## config.mk

```make
export PLATFORM = sky130hd
export DESIGN_NAME = regfile_wb_arbiter
export DESIGN_NICKNAME = d
export VERILOG_FILES = /design/src/rtl/regfile_wb_arbiter.sv
export SDC_FILE = /design/constraint.sdc
export NUM_CORES = 1
export LEC_CHECK = 0
export BUFFER_PORTS_ARGS = -buffer_cell sky130_fd_sc_hd__clkbuf_2
export CAP_MARGIN = 0
export CORE_MARGIN = 1.5
export CORE_UTILIZATION = 45
export DETAILED_ROUTE_END_ITERATION = 6
export PLACE_DENSITY = 0.8
export SYNTH_ARGS = -nofsm -noshare
export SYNTH_HDL_FRONTEND = slang
export SYNTH_SLANG_ARGS = --single-unit
```

## constraint.sdc

```tcl
create_clock -name clk -period 5.7 [get_ports clk]
set_clock_uncertainty 0.2 [all_clocks]
set_input_delay 1.71 -clock clk [delete_from_list [all_inputs] [get_ports clk]]
set_output_delay 1.71 -clock clk [all_outputs]
set_load 0.005 [all_outputs]
```

## src/rtl/regfile_wb_arbiter.sv

```systemverilog
// Round-robin writeback arbiter for the single register-file write port, with a
// per-register pending scoreboard for RAW stalls. Optional trace: WB_TRACE_EN.
module regfile_wb_arbiter #(
  parameter int ADDR_WIDTH = 5,
  parameter int DATA_WIDTH = 32
) (
  input  logic                  clk,
  input  logic                  rst,
  input  logic                  req0_valid,
  output logic                  req0_ready,
  input  logic [ADDR_WIDTH-1:0] req0_rd,
  input  logic [DATA_WIDTH-1:0] req0_data,
  input  logic                  req1_valid,
  output logic                  req1_ready,
  input  logic [ADDR_WIDTH-1:0] req1_rd,
  input  logic [DATA_WIDTH-1:0] req1_data,
  output logic                  rf_wen,
  output logic [ADDR_WIDTH-1:0] rf_rd,
  output logic [DATA_WIDTH-1:0] rf_data,
  input  logic                  iss_valid,
  input  logic [ADDR_WIDTH-1:0] iss_rd,
  input  logic [ADDR_WIDTH-1:0] rs1,
  input  logic [ADDR_WIDTH-1:0] rs2,
  output logic                  rs1_busy,
  output logic                  rs2_busy,
  output logic                  last_grant
);

  localparam int NREG = 1 << ADDR_WIDTH;

  logic                  grant0;
  logic                  grant1;
  logic                  grant_any;
  logic [ADDR_WIDTH-1:0] g_rd;
  logic [DATA_WIDTH-1:0] g_data;
  logic [NREG-1:0]       pending;
  logic [NREG-1:0]       pending_nxt;

  // On a tie the port that did not win last time goes first.
  always_comb begin
    grant0 = req0_valid & (~req1_valid | last_grant);
    grant1 = req1_valid & (~req0_valid | ~last_grant);
  end

  assign grant_any  = grant0 | grant1;
  assign g_rd       = grant1 ? req1_rd   : req0_rd;
  assign g_data     = grant1 ? req1_data : req0_data;
  assign req0_ready = grant0;
  assign req1_ready = grant1;

  // Issue is applied after the writeback clear so a newer producer keeps the bit.
  always_comb begin
    pending_nxt = pending;
    if (grant_any && (g_rd != '0))
      pending_nxt[g_rd] = 1'b0;
    if (iss_valid && (iss_rd != '0))
      pending_nxt[iss_rd] = 1'b1;
    pending_nxt[0] = 1'b0;
  end

  always_ff @(posedge clk) begin
    if (rst) begin
      rf_wen     <= 1'b0;
      rf_rd      <= '0;
      rf_data    <= '0;
      last_grant <= 1'b1;
      pending    <= '0;
    end else begin
      if (grant_any) begin
        rf_wen     <= (g_rd != '0);
        rf_rd      <= g_rd;
        rf_data    <= g_data;
        last_grant <= grant1;
      end else begin
        rf_wen <= 1'b0;
      end
      pending <= pending_nxt;
    end
  end

  assign rs1_busy = (rs1 != '0) && pending[rs1];
  assign rs2_busy = (rs2 != '0) && pending[rs2];

`ifdef WB_TRACE_EN
  always_ff @(posedge clk) begin
    if (!rst && grant_any) begin
      $display("wb x%0d <= %x (port %0d)", g_rd, g_data, grant1);
      if ((g_rd != '0) && !pending[g_rd])
        $display("WB WARN: x%0d not pending", g_rd);
    end
  end
`else
  // Trace disabled: no simulation output.
`endif

endmodule

```

==> results of run 1 <==
==> logic make-up (layout without fill, tap and decap cells) <==
logic type,after synthesis,in the layout,share of synthesized area
muxes,65,65,0.208
AOI/OAI and AO/OA,111,111,0.207
and+or+nand+nor,131,131,0.183
buffers and inverters,42,158,0.0522
DFF,70,70,0.350
==> registers in the layout, indices dropped and copies added, names as in the netlist <==
register / count
rf_data: 32
pending: 31
last_grant: 1
rf_rd: 5
rf_wen: 1
==> through the flow <==
stage	cells	area (µm²)
after floorplan	419	4010
after global placement	628	4650
after detailed placement	628	4650
after CTS	643	4890
after global routing	643	4890
final	643	4890
==> synth_stat cells (all sizes together), types with 6 or more instances <==
library cell / number / area share
a2111oi: 13 / 0.038
a211oi: 30 / 0.056
a21oi: 8 / 0.010
buf: 16 / 0.028
clkbuf: 22 / 0.021
dfxtp: 70 / 0.35
mux2: 6 / 0.017
mux2i: 45 / 0.11
mux4: 14 / 0.079
nand2: 6 / 0.0056
nand2b: 10 / 0.016
nand3: 6 / 0.0075
nand3b: 9 / 0.018
nor2: 52 / 0.049
nor2b: 6 / 0.0094
nor3b: 15 / 0.028
o21ai: 32 / 0.040
o311ai: 23 / 0.050
==> power by group through the flow <==
stage / Sequential, mW / Combinational (mW) / Clock, mW
6_report: 0.532 / 0.202 / 0.484
3_5_place_dp: 0.543 / 0.201 / 0
3_3_place_gp: 0.542 / 0.195 / 0
4_1_cts: 0.532 / 0.202 / 0.488
5_1_grt: 0.535 / 0.221 / 0.512
2_1_floorplan: 0.541 / 0.121 / 0
==> layer usage <==
layer	vias up	part of all wire	GRT usage
li1	1843	-	-
met1	1819	0.40	0.281
met2	178	0.50	0.419
met3	30	0.079	0.0518
met4	0	0.026	0.110
met5	-	0	0
==> placed cells by master (no fill, tap or decap), types with 2 or more instances in the layout <==
cell | synthesis | routed
a211oi_1 | 30 | 30
clkbuf_8 | 0 | 9
nand3_1 | 6 | 6
nand3b_1 | 8 | 8
inv_1 | 4 | 4
nand4b_1 | 3 | 3
nand2_1 | 6 | 6
mux2_2 | 6 | 6
buf_4 | 1 | 3
nor4_1 | 2 | 2
o21ai_1 | 2 | 2
a21oi_1 | 8 | 8
o21ai_0 | 30 | 30
dfxtp_1 | 70 | 70
nor3b_1 | 15 | 15
clkbuf_2 | 0 | 136
and3_1 | 2 | 2
nor4b_1 | 3 | 3
o311ai_1 | 8 | 8
nand4_1 | 3 | 3
nor2_1 | 52 | 52
and3b_1 | 2 | 2
nor2b_1 | 6 | 6
mux4_2 | 14 | 14
bufinv_16 | 0 | 3
mux2i_1 | 45 | 45
a2111oi_0 | 7 | 7
nor3_1 | 4 | 4
a2111oi_2 | 6 | 6
o311ai_0 | 15 | 15
or2_2 | 2 | 2
nand2b_1 | 10 | 10
==> final cells by class <==
class,count,area (µm²)
Sequential cell,70,1400
Multi-Input combinational cell,307,2400
Inverter,4,15.0
Clock inverter,6,111
Tap cell,108,135
Fill cell,778,3790
Timing Repair Buffer,139,703
Clock buffer,9,124
==> worst max-delay path by stage <==
stage	startpoint	end	slack [ns]	cells after the start
after floorplan	rs1[0]	rs1_busy	0.82	5
after global placement	rs2[0]	rs2_busy	0.76	6
after detailed placement	rs2[0]	rs2_busy	0.71	6
after CTS	rs2[0]	rs2_busy	0.71	6
after global routing	rs2[0]	rs2_busy	0.61	6
final	rs2[0]	rs2_busy	0.71	6
==> critical path: cells and delay by family <==
kind                   cells  cell delay, ns
multiplexers               1            0.54
buffers and inverters      2            0.36
AND/OR/NAND/NOR            2            0.31
AO/OA/AOI/OAI              1            0.16
==> run_results.csv, run 1 <==
group,metric,value,unit
die,dieArea,9480,µm²
routing,wirelength,11500,µm
synthesis,ys_seq_elements,70,
synthesis,yosysUniqueCellTypes,45,
run,cap_violations,0,
sta,max_freq,201,MHz
power_and_ir_drop,seq_power_share,0.437,
worst_setup_path,r2r_slack,2.94,ns
clock_tree,numCtsBuffers,9,
sta,drv_slew,0,
clock_tree,cts_root_buffer,"clkbuf_8",
synthesis,synth-edff-count,0,
worst_setup_path,required,3.79,ns
die,die_width,97.4,µm
sta,hold_viol_final,0,
min_path,min_delay_path_depth,2,
power_and_ir_drop,internal_power,895,µW
sta,timing.hold.ws,0.301,ns
worst_setup_path,start_kind,"input pin",
routing,drcViolationCount,0,
placement,port-buffer-count,136,
routing,routedWlPerCell,17.8,µm
power_and_ir_drop,comb_power_share,0.166,
clock_tree,clock_path_buffers,2,
routing,vias,3870,
die,die_y,97.4,µm
worst_setup_path,criticalPathCategory,"input pin to primary output",
grt,grt_max_degree,61,
power_and_ir_drop,p_total,1.22,mW
placement,place_worst_setup_slack,0.705,ns
clock_tree,clock_latency,0.35,ns
worst_setup_path,crit_top_cell,"clkbuf_2",
sta,setup_viol,0,
synthesis,syn-num-nets,513,
sta,finalSetupTns,0,ns
synthesis,ys_warn_count,0,
grt,grt_pass1_wl,18300,µm
clock_tree,cts-htree-levels,3,
clock_tree,path_clk_slew,0.08,ns
outcome,status,"complete, no violations",
synthesis,synth.avg_cell_area,9.56,µm²
routing,ant_nets,0,
worst_setup_path,cp_slowest_stage_delay,0.54,ns
cells_and_area,fin_util,0.563,
power_and_ir_drop,clkPwrFrac,0.397,
grt,grt_overflow,0,
synthesis,netlist_instances,419,
synthesis,synthArstFlopShare,0,
sta,fin_crit,4.99,ns
worst_setup_path,timing.rr.start,"last_grant$_SDFFE_PP1N_",
placement,hpwlAfterDp,8440,µm
routing,avgViaCountPerCell,6.02,
synthesis,ys.flop_type,"dfxtp_1",
sta,slew_headroom,0.342,
cells_and_area,finalNetCount,625,
grt,grt_pass1_vias,3764,
clock_tree,cts_tree,"yes",
cells_and_area,n_antenna_cell,0,
placement,place.gp.congestion,0.929,
min_path,hold_class,"flip-flop to flip-flop",
sta,timing.final.ws_setup,0.713,ns
worst_setup_path,crit_chain,"clkbuf_2, mux4_2, and3b_1, o21ai_0, nand4_1, clkbuf_2",
die,io_pins,137,
die,initial_core_util,0.462,
power_and_ir_drop,p_per_area,249,nW/µm²
die,coreArea,8680,µm²
worst_setup_path,arrival,3.08,ns
cells_and_area,drive_gt1_frac,0.348,
grt,track_usage,0.240,
min_path,min_to,"rf_data[1]$_SDFFE_PP0N_",
clock_tree,cts_sinks,70,
die,row_count,34,
worst_setup_path,crit_path_max_fanout,9,
power_and_ir_drop,ir_drop,0.197,mV
clock_tree,post_cts_resized,0,
synthesis,syn_area,4010,µm²
min_path,hp-start,"rf_data[1]$_SDFFE_PP0N_",
power_and_ir_drop,leakage,2.03,nW
sta,worst_pin_slew,0.986,ns
synthesis,ys_seq_area_frac,0.350,
clock_tree,hold_buffers,0,
power_and_ir_drop,p_sw_frac,0.265,
routing,initialDrtViolationCount,146,
worst_setup_path,cp-end-kind,"primary output",
routing,firstDrtPassIters,4,
worst_setup_path,reg2reg_depth,5,
grt,antenna_found_initial,0,
worst_setup_path,critPathSlowestCell,"mux4_2",
sta,rsz0062_at_grt,"false",
power_and_ir_drop,power.switching,322,µW
cells_and_area,syn2layout_area_growth,22.0,%
clock_tree,post_cts_buffers,0,
worst_setup_path,worst_r2r_endpoint,"pending[2]$_SDFF_PP0_",
sta,min_period_over_period,0.875,
Power figures use the tool's default switching activity.
==> run 2, diff against run 1 <==
--- a/config.mk
+++ b/config.mk
@@ -5,6 +5,7 @@
 export SDC_FILE = /design/constraint.sdc
 export NUM_CORES = 1
 export LEC_CHECK = 0
+export ABC_AREA = 1
 export BUFFER_PORTS_ARGS = -buffer_cell sky130_fd_sc_hd__clkbuf_2
 export CAP_MARGIN = 0
 export CORE_MARGIN = 1.5
==> run_results.csv, run 2 <==
group,metric,value,unit
routing,firstDrtPassIters,7,
routing,wirelength,12100,µm
worst_setup_path,arrival,2.96,ns
grt,grt_pass1_vias,4330,
worst_setup_path,timing.rr.start,"last_grant$_SDFFE_PP1N_",
placement,place.gp.congestion,0.893,
clock_tree,cts-htree-levels,3,
cells_and_area,syn2layout_area_growth,22.6,%
placement,port-buffer-count,136,
sta,finalSetupTns,0,ns
die,dieArea,9450,µm²
sta,hold_viol_final,0,
sta,drv_slew,0,
synthesis,ys_seq_elements,70,
sta,max_freq,205,MHz
die,io_pins,137,
grt,track_usage,0.257,
power_and_ir_drop,p_per_area,252,nW/µm²
die,coreArea,8680,µm²
cells_and_area,n_antenna_cell,0,
cells_and_area,final_common_cell,"nand2_1",
die,initial_core_util,0.460,
clock_tree,clock_latency,0.34,ns
synthesis,synth-edff-count,0,
synthesis,netlist_instances,614,
synthesis,synth_top_area_frac,0.351,
worst_setup_path,reg2reg_depth,8,
power_and_ir_drop,leakage,2.21,nW
synthesis,synth.avg_cell_area,6.51,µm²
synthesis,syn_area,4000,µm²
cells_and_area,layout_common_cells,"193 x nand2_1, 136 x clkbuf_2, 70 x dfxtp_1",
synthesis,synthArstFlopShare,0,
min_path,hold_class,"flip-flop to flip-flop",
cells_and_area,drive_gt1_frac,0.262,
worst_setup_path,critPathLaunch,"rs1[0]",
synthesis,yosys-top-cells-count,"194 x nand2_1, 70 x dfxtp_1, 58 x o21ai_0",
sta,rsz0062_at_grt,"false",
sta,worst_pin_slew,0.765,ns
grt,grt_overflow,0,
clock_tree,hold_buffers,0,
routing,avgViaCountPerCell,5.45,
sta,setup_viol,0,
worst_setup_path,worst_r2r_endpoint,"pending[3]$_SDFF_PP0_",
cells_and_area,top_register,"rf_data",
synthesis,synth_area_leaders,"dfxtp_1 35%, nand2_1 18%, o21ai_0 7.3%",
cells_and_area,fillers,860,
clock_tree,numCtsBuffers,9,
worst_setup_path,crit_path_max_fanout,20,
routing,vias,4601,
worst_setup_path,cp-end-kind,"primary output",
cells_and_area,top_regs,"rf_data: 32 flops, pending: 31 flops, rf_rd: 5 flops",
clock_tree,path_clk_slew,0.08,ns
synthesis,yosys.area.top_type,"dfxtp_1",
cells_and_area,multi_input_comb_area,2280,µm²
clock_tree,cts_tree,"yes",
placement,placed_area,4670,µm²
routing,initialDrtViolationCount,303,
clock_tree,cts_sinks,70,
worst_setup_path,start_kind,"input pin",
clock_tree,clock_path_buffers,2,
synthesis,ys.flop_type,"dfxtp_1",
placement,hpwlAfterDp,9240,µm
grt,grt_pass1_wl,20100,µm
cells_and_area,regArea,1400,µm²
synthesis,ys_seq_area_frac,0.351,
sta,fin_crit,4.87,ns
sta,slew_headroom,0.488,
die,die_y,97.2,µm
die,row_count,34,
grt,grt_max_degree,55,
clock_tree,post_cts_resized,0,
die,die_width,97.2,µm
routing,routedWlPerCell,14.3,µm
sta,min_period_over_period,0.855,
outcome,status,"complete, no violations",
worst_setup_path,r2r_slack,3.07,ns
power_and_ir_drop,ir_drop,0.169,mV
clock_tree,post_cts_buffers,0,
clock_tree,cts_root_buffer,"clkbuf_8",
grt,antenna_found_initial,0,
synthesis,yosysMostFrequentCell,"nand2_1",
worst_setup_path,crit_end,"rs1_busy",
worst_setup_path,required,3.79,ns
worst_setup_path,criticalPathCategory,"input pin to primary output",
synthesis,syn-num-nets,708,
cells_and_area,final_area,4900,µm²
routing,ant_nets,0,
cells_and_area,largest_reg_flops,32,
cells_and_area,finalNetCount,825,
run,cap_violations,0,
routing,drcViolationCount,0,
synthesis,yosysUniqueCellTypes,29,
synthesis,ys_warn_count,0,
[run 2: worst min-delay path by stage]
stage / cells after the start / slack (ns) / start / end
after floorplan: 2 / 0.24 / pending[11]$_SDFF_PP0_ / pending[11]$_SDFF_PP0_
after global placement: 2 / 0.25 / rf_data[3]$_SDFFE_PP0N_ / rf_data[3]$_SDFFE_PP0N_
after detailed placement: 2 / 0.26 / rf_rd[0]$_SDFFE_PP0N_ / rf_rd[0]$_SDFFE_PP0N_
after CTS: 2 / 0.27 / rf_rd[2]$_SDFFE_PP0N_ / rf_rd[2]$_SDFFE_PP0N_
after global routing: 2 / 0.29 / pending[22]$_SDFF_PP0_ / pending[22]$_SDFF_PP0_
final: 2 / 0.27 / rf_rd[2]$_SDFFE_PP0N_ / rf_rd[2]$_SDFFE_PP0N_
[run 2: stage by stage]
stage / utilization / setup slack [ns] / instances / hold WS, ns / total power [mW]
2_1_floorplan: - / 1.08 / 614 / 0.239 / 0.688
3_3_place_gp: 0.538 / 0.898 / 828 / 0.248 / 0.776
3_5_place_dp: 0.538 / 0.858 / 828 / 0.259 / 0.782
4_1_cts: 0.565 / 0.856 / 844 / 0.271 / 1.24
5_1_grt: 0.565 / 0.632 / 844 / 0.294 / 1.29
6_report: 0.565 / 0.826 / 844 / 0.267 / 1.24
[run 2: area by class of cell]
cell class,count,area share
Timing Repair Buffer,139,0.144
Clock buffer,11,0.0309
Sequential cell,70,0.286
Clock inverter,5,0.0166
Inverter,40,0.0306
Multi-Input combinational cell,471,0.465
Tap cell,108,0.0276
[run 2: worst max-delay path, cell delays in order]
cell and delay (ns):
clkbuf_2 0.30, inv_1 0.23, a21oi_1 0.19, o21ai_0 0.10, o21ai_0 0.08, nand2_1 0.07, nand3_1 0.08, nand2_1 0.05
nand2_1 0.05, clkbuf_2 0.10
[run 2: kinds of logic (layout without fill, tap and decap cells)]
group                  after synthesis  count (layout)  share of synthesized area
buffers and inverters               73             195                     0.0801
AO/OA/AOI/OAI                      152             152                      0.227
AND/OR/NAND/NOR                    319             319                      0.343
flip-flops                          70              70                      0.351
[run 2: report_power, final]
part           leakage [nW]  internal [mW]  switching [mW]
logic                  1.52         0.0879           0.149
clock network         0.116          0.270           0.192
registers             0.575          0.518          0.0170
[run 2: routing by layer]
layer | track usage | vias up | part of all wire | routed length [µm]
met2 | 0.424 | 197 | 0.47 | 5700
met5 | 0 | - | 0 | 0
li1 | - | 2269 | - | -
met3 | 0.0388 | 30 | 0.064 | 768
met4 | 0.132 | 0 | 0.033 | 397
met1 | 0.325 | 2105 | 0.43 | 5200
==> run 3, diff against run 2 <==
--- a/config.mk
+++ b/config.mk
@@ -8,7 +8,7 @@
 export ABC_AREA = 1
 export BUFFER_PORTS_ARGS = -buffer_cell sky130_fd_sc_hd__clkbuf_2
 export CAP_MARGIN = 0
-export CORE_MARGIN = 1.5
+export CORE_MARGIN = 2
 export CORE_UTILIZATION = 45
 export DETAILED_ROUTE_END_ITERATION = 6
 export PLACE_DENSITY = 0.8
==> run_results.csv, run 3 (same netlist as run 2, synthesis figures left out) <==
group,metric,value,unit
worst_setup_path,criticalPathCategory,"input pin to primary output",
worst_setup_path,path_delay_family,"buffers and inverters",
routing,initialDrtViolationCount,357,
worst_setup_path,critPathLaunch,"rs1[0]",
placement,place.gp.congestion,0.985,
min_path,hold_class,"flip-flop to flip-flop",
worst_setup_path,arrival,3.01,ns
sta,worst_pin_slew,0.745,ns
worst_setup_path,cp_slowest_stage_delay,0.30,ns
cells_and_area,finalNetCount,825,
routing,ant_nets,0,
placement,place_worst_setup_slack,0.822,ns
sta,hold_viol_final,0,
routing,firstDrtPassIters,6,
placement,port-buffer-count,136,
power_and_ir_drop,leakage,2.18,nW
worst_setup_path,crit_top_cell,"nand2_1",
outcome,status,"complete, no violations",
worst_setup_path,required,3.79,ns
die,die_width,98.2,µm
power_and_ir_drop,p_total,1.13,mW
clock_tree,cts_sinks,70,
worst_setup_path,reg2reg_depth,8,
cells_and_area,layoutNonFillerInstCount,844,
sta,rsz0062_at_grt,"false",
sta,slew_headroom,0.501,
routing,vias,4661,
clock_tree,cts_root_buffer,"clkbuf_8",
cells_and_area,n_antenna_cell,0,
placement,hpwlAfterDp,8780,µm
power_and_ir_drop,ir_drop,0.121,mV
grt,track_usage,0.241,
sta,timing.hold.ws,0.265,ns
worst_setup_path,crit_chain,"clkbuf_2, inv_1, a21oi_1, o21ai_0, o21ai_0, nand2_1, nand3_1, nand2_1, nand2_1, clkbuf_2",
grt,antenna_found_initial,0,
die,coreArea,8680,µm²
sta,finalSetupTns,0,ns
die,dieArea,9650,µm²
placement,place_inst,828,
clock_tree,clock_path_buffers,2,
cells_and_area,layout_common_cells,"193 x nand2_1, 136 x clkbuf_2, 70 x dfxtp_1",
clock_tree,hold_buffers,0,
clock_tree,numCtsBuffers,9,
sta,max_freq,203,MHz
sta,fin_crit,4.92,ns
routing,routedWlPerCell,14.0,µm
routing,wirelength,11800,µm
die,io_pins,137,
die,row_count,34,
cells_and_area,drive_gt1_frac,0.261,
clock_tree,post_cts_resized,0,
die,die_y,98.2,µm
routing,avgViaCountPerCell,5.52,
cells_and_area,top_regs,"rf_data: 32 flops, pending: 31 flops, rf_rd: 5 flops",
grt,grt_pass1_wl,19200,µm
worst_setup_path,r2r_slack,3.13,ns
routing,drcViolationCount,0,
cells_and_area,final_common_cell,"nand2_1",
sta,min_period_over_period,0.864,
worst_setup_path,worst_r2r_endpoint,"pending[2]$_SDFF_PP0_",
cells_and_area,top_register,"rf_data",
worst_setup_path,crit_end,"rs1_busy",
cells_and_area,syn2layout_area_growth,21.2,%
die,initial_core_util,0.460,
run,cap_violations,0,
clock_tree,clock_latency,0.35,ns
sta,timing.final.ws_setup,0.775,ns
min_path,hp-start,"rf_data[6]$_SDFFE_PP0N_",
clock_tree,cts-htree-levels,3,
clock_tree,path_clk_slew,0.08,ns
worst_setup_path,timing.rr.start,"last_grant$_SDFFE_PP1N_",
worst_setup_path,cp-end-kind,"primary output",
power_and_ir_drop,p_per_area,234,nW/µm²
grt,grt_max_degree,56,
grt,grt_pass1_vias,4234,
worst_setup_path,start_kind,"input pin",
worst_setup_path,critPathSlowestCell,"clkbuf_2",
clock_tree,cts_tree,"yes",
grt,grt_overflow,0,
sta,drv_slew,0,
cells_and_area,largest_reg_flops,32,
clock_tree,post_cts_buffers,0,
worst_setup_path,critPathBufInv,3,
worst_setup_path,crit_path_max_fanout,20,
sta,setup_viol,0,
worst_setup_path,crit_cells,10,
[run 3: changes by cell type in the layout (fill, tap and decap cells not counted), sizes merged]
cell | before | now
bufinv | 2 | 0
clkinv | 2 | 4
[run 3: through the flow]
stage	instance area, µm²	util
after floorplan	4000	-
after global routing	4840	0.558
after detailed placement	4670	0.538
final	4840	0.558
after global placement	4670	0.538
after CTS	4840	0.558
[run 3: where the power goes]
part	leakage [nW]	switching [mW]	internal, mW	total [mW]
registers	0.575	0.0170	0.518	0.535
logic	1.52	0.149	0.0878	0.237
clock network	0.0893	0.193	0.170	0.362
total	2.18	0.358	0.776	1.13
[run 3: final cells by class]
cell class,count,area (µm²)
fill,840,3830
multi-input combinational,471,2280
sequential,70,1400
timing repair buffer,139,703
inverter,40,150
clock buffer,11,141
tap,108,135
clock inverter,5,35.0
[run 3: worst min path at each step]
stage	end	slack (ns)	cells past startpoint
after detailed placement	rf_data[6]$_SDFFE_PP0N_	0.26	2
after CTS	rf_data[6]$_SDFFE_PP0N_	0.27	2
after global routing	rf_data[5]$_SDFFE_PP0N_	0.29	2
final	rf_data[6]$_SDFFE_PP0N_	0.27	2
after floorplan	pending[11]$_SDFF_PP0_	0.24	2
after global placement	rf_data[3]$_SDFFE_PP0N_	0.25	2
[run 3: worst register-to-register path, stage by stage (launching register included)]
cell and delay, ns:
dfxtp_1 0.37, nand2_4 0.13, nand2_4 0.25, nand2_2 0.59, inv_1 0.37, nor2_1 0.22, nand2_1 0.08, o21ai_0 0.15
a21oi_1 0.08
[run 3: per-layer routing]
layer  vias up  GRT usage  part of all wire
met5         -          0                 0
met4         0      0.132             0.042
met3        54     0.0408             0.085
met2       264      0.391              0.46
met1      2069      0.305              0.41
li1       2274          -                 -
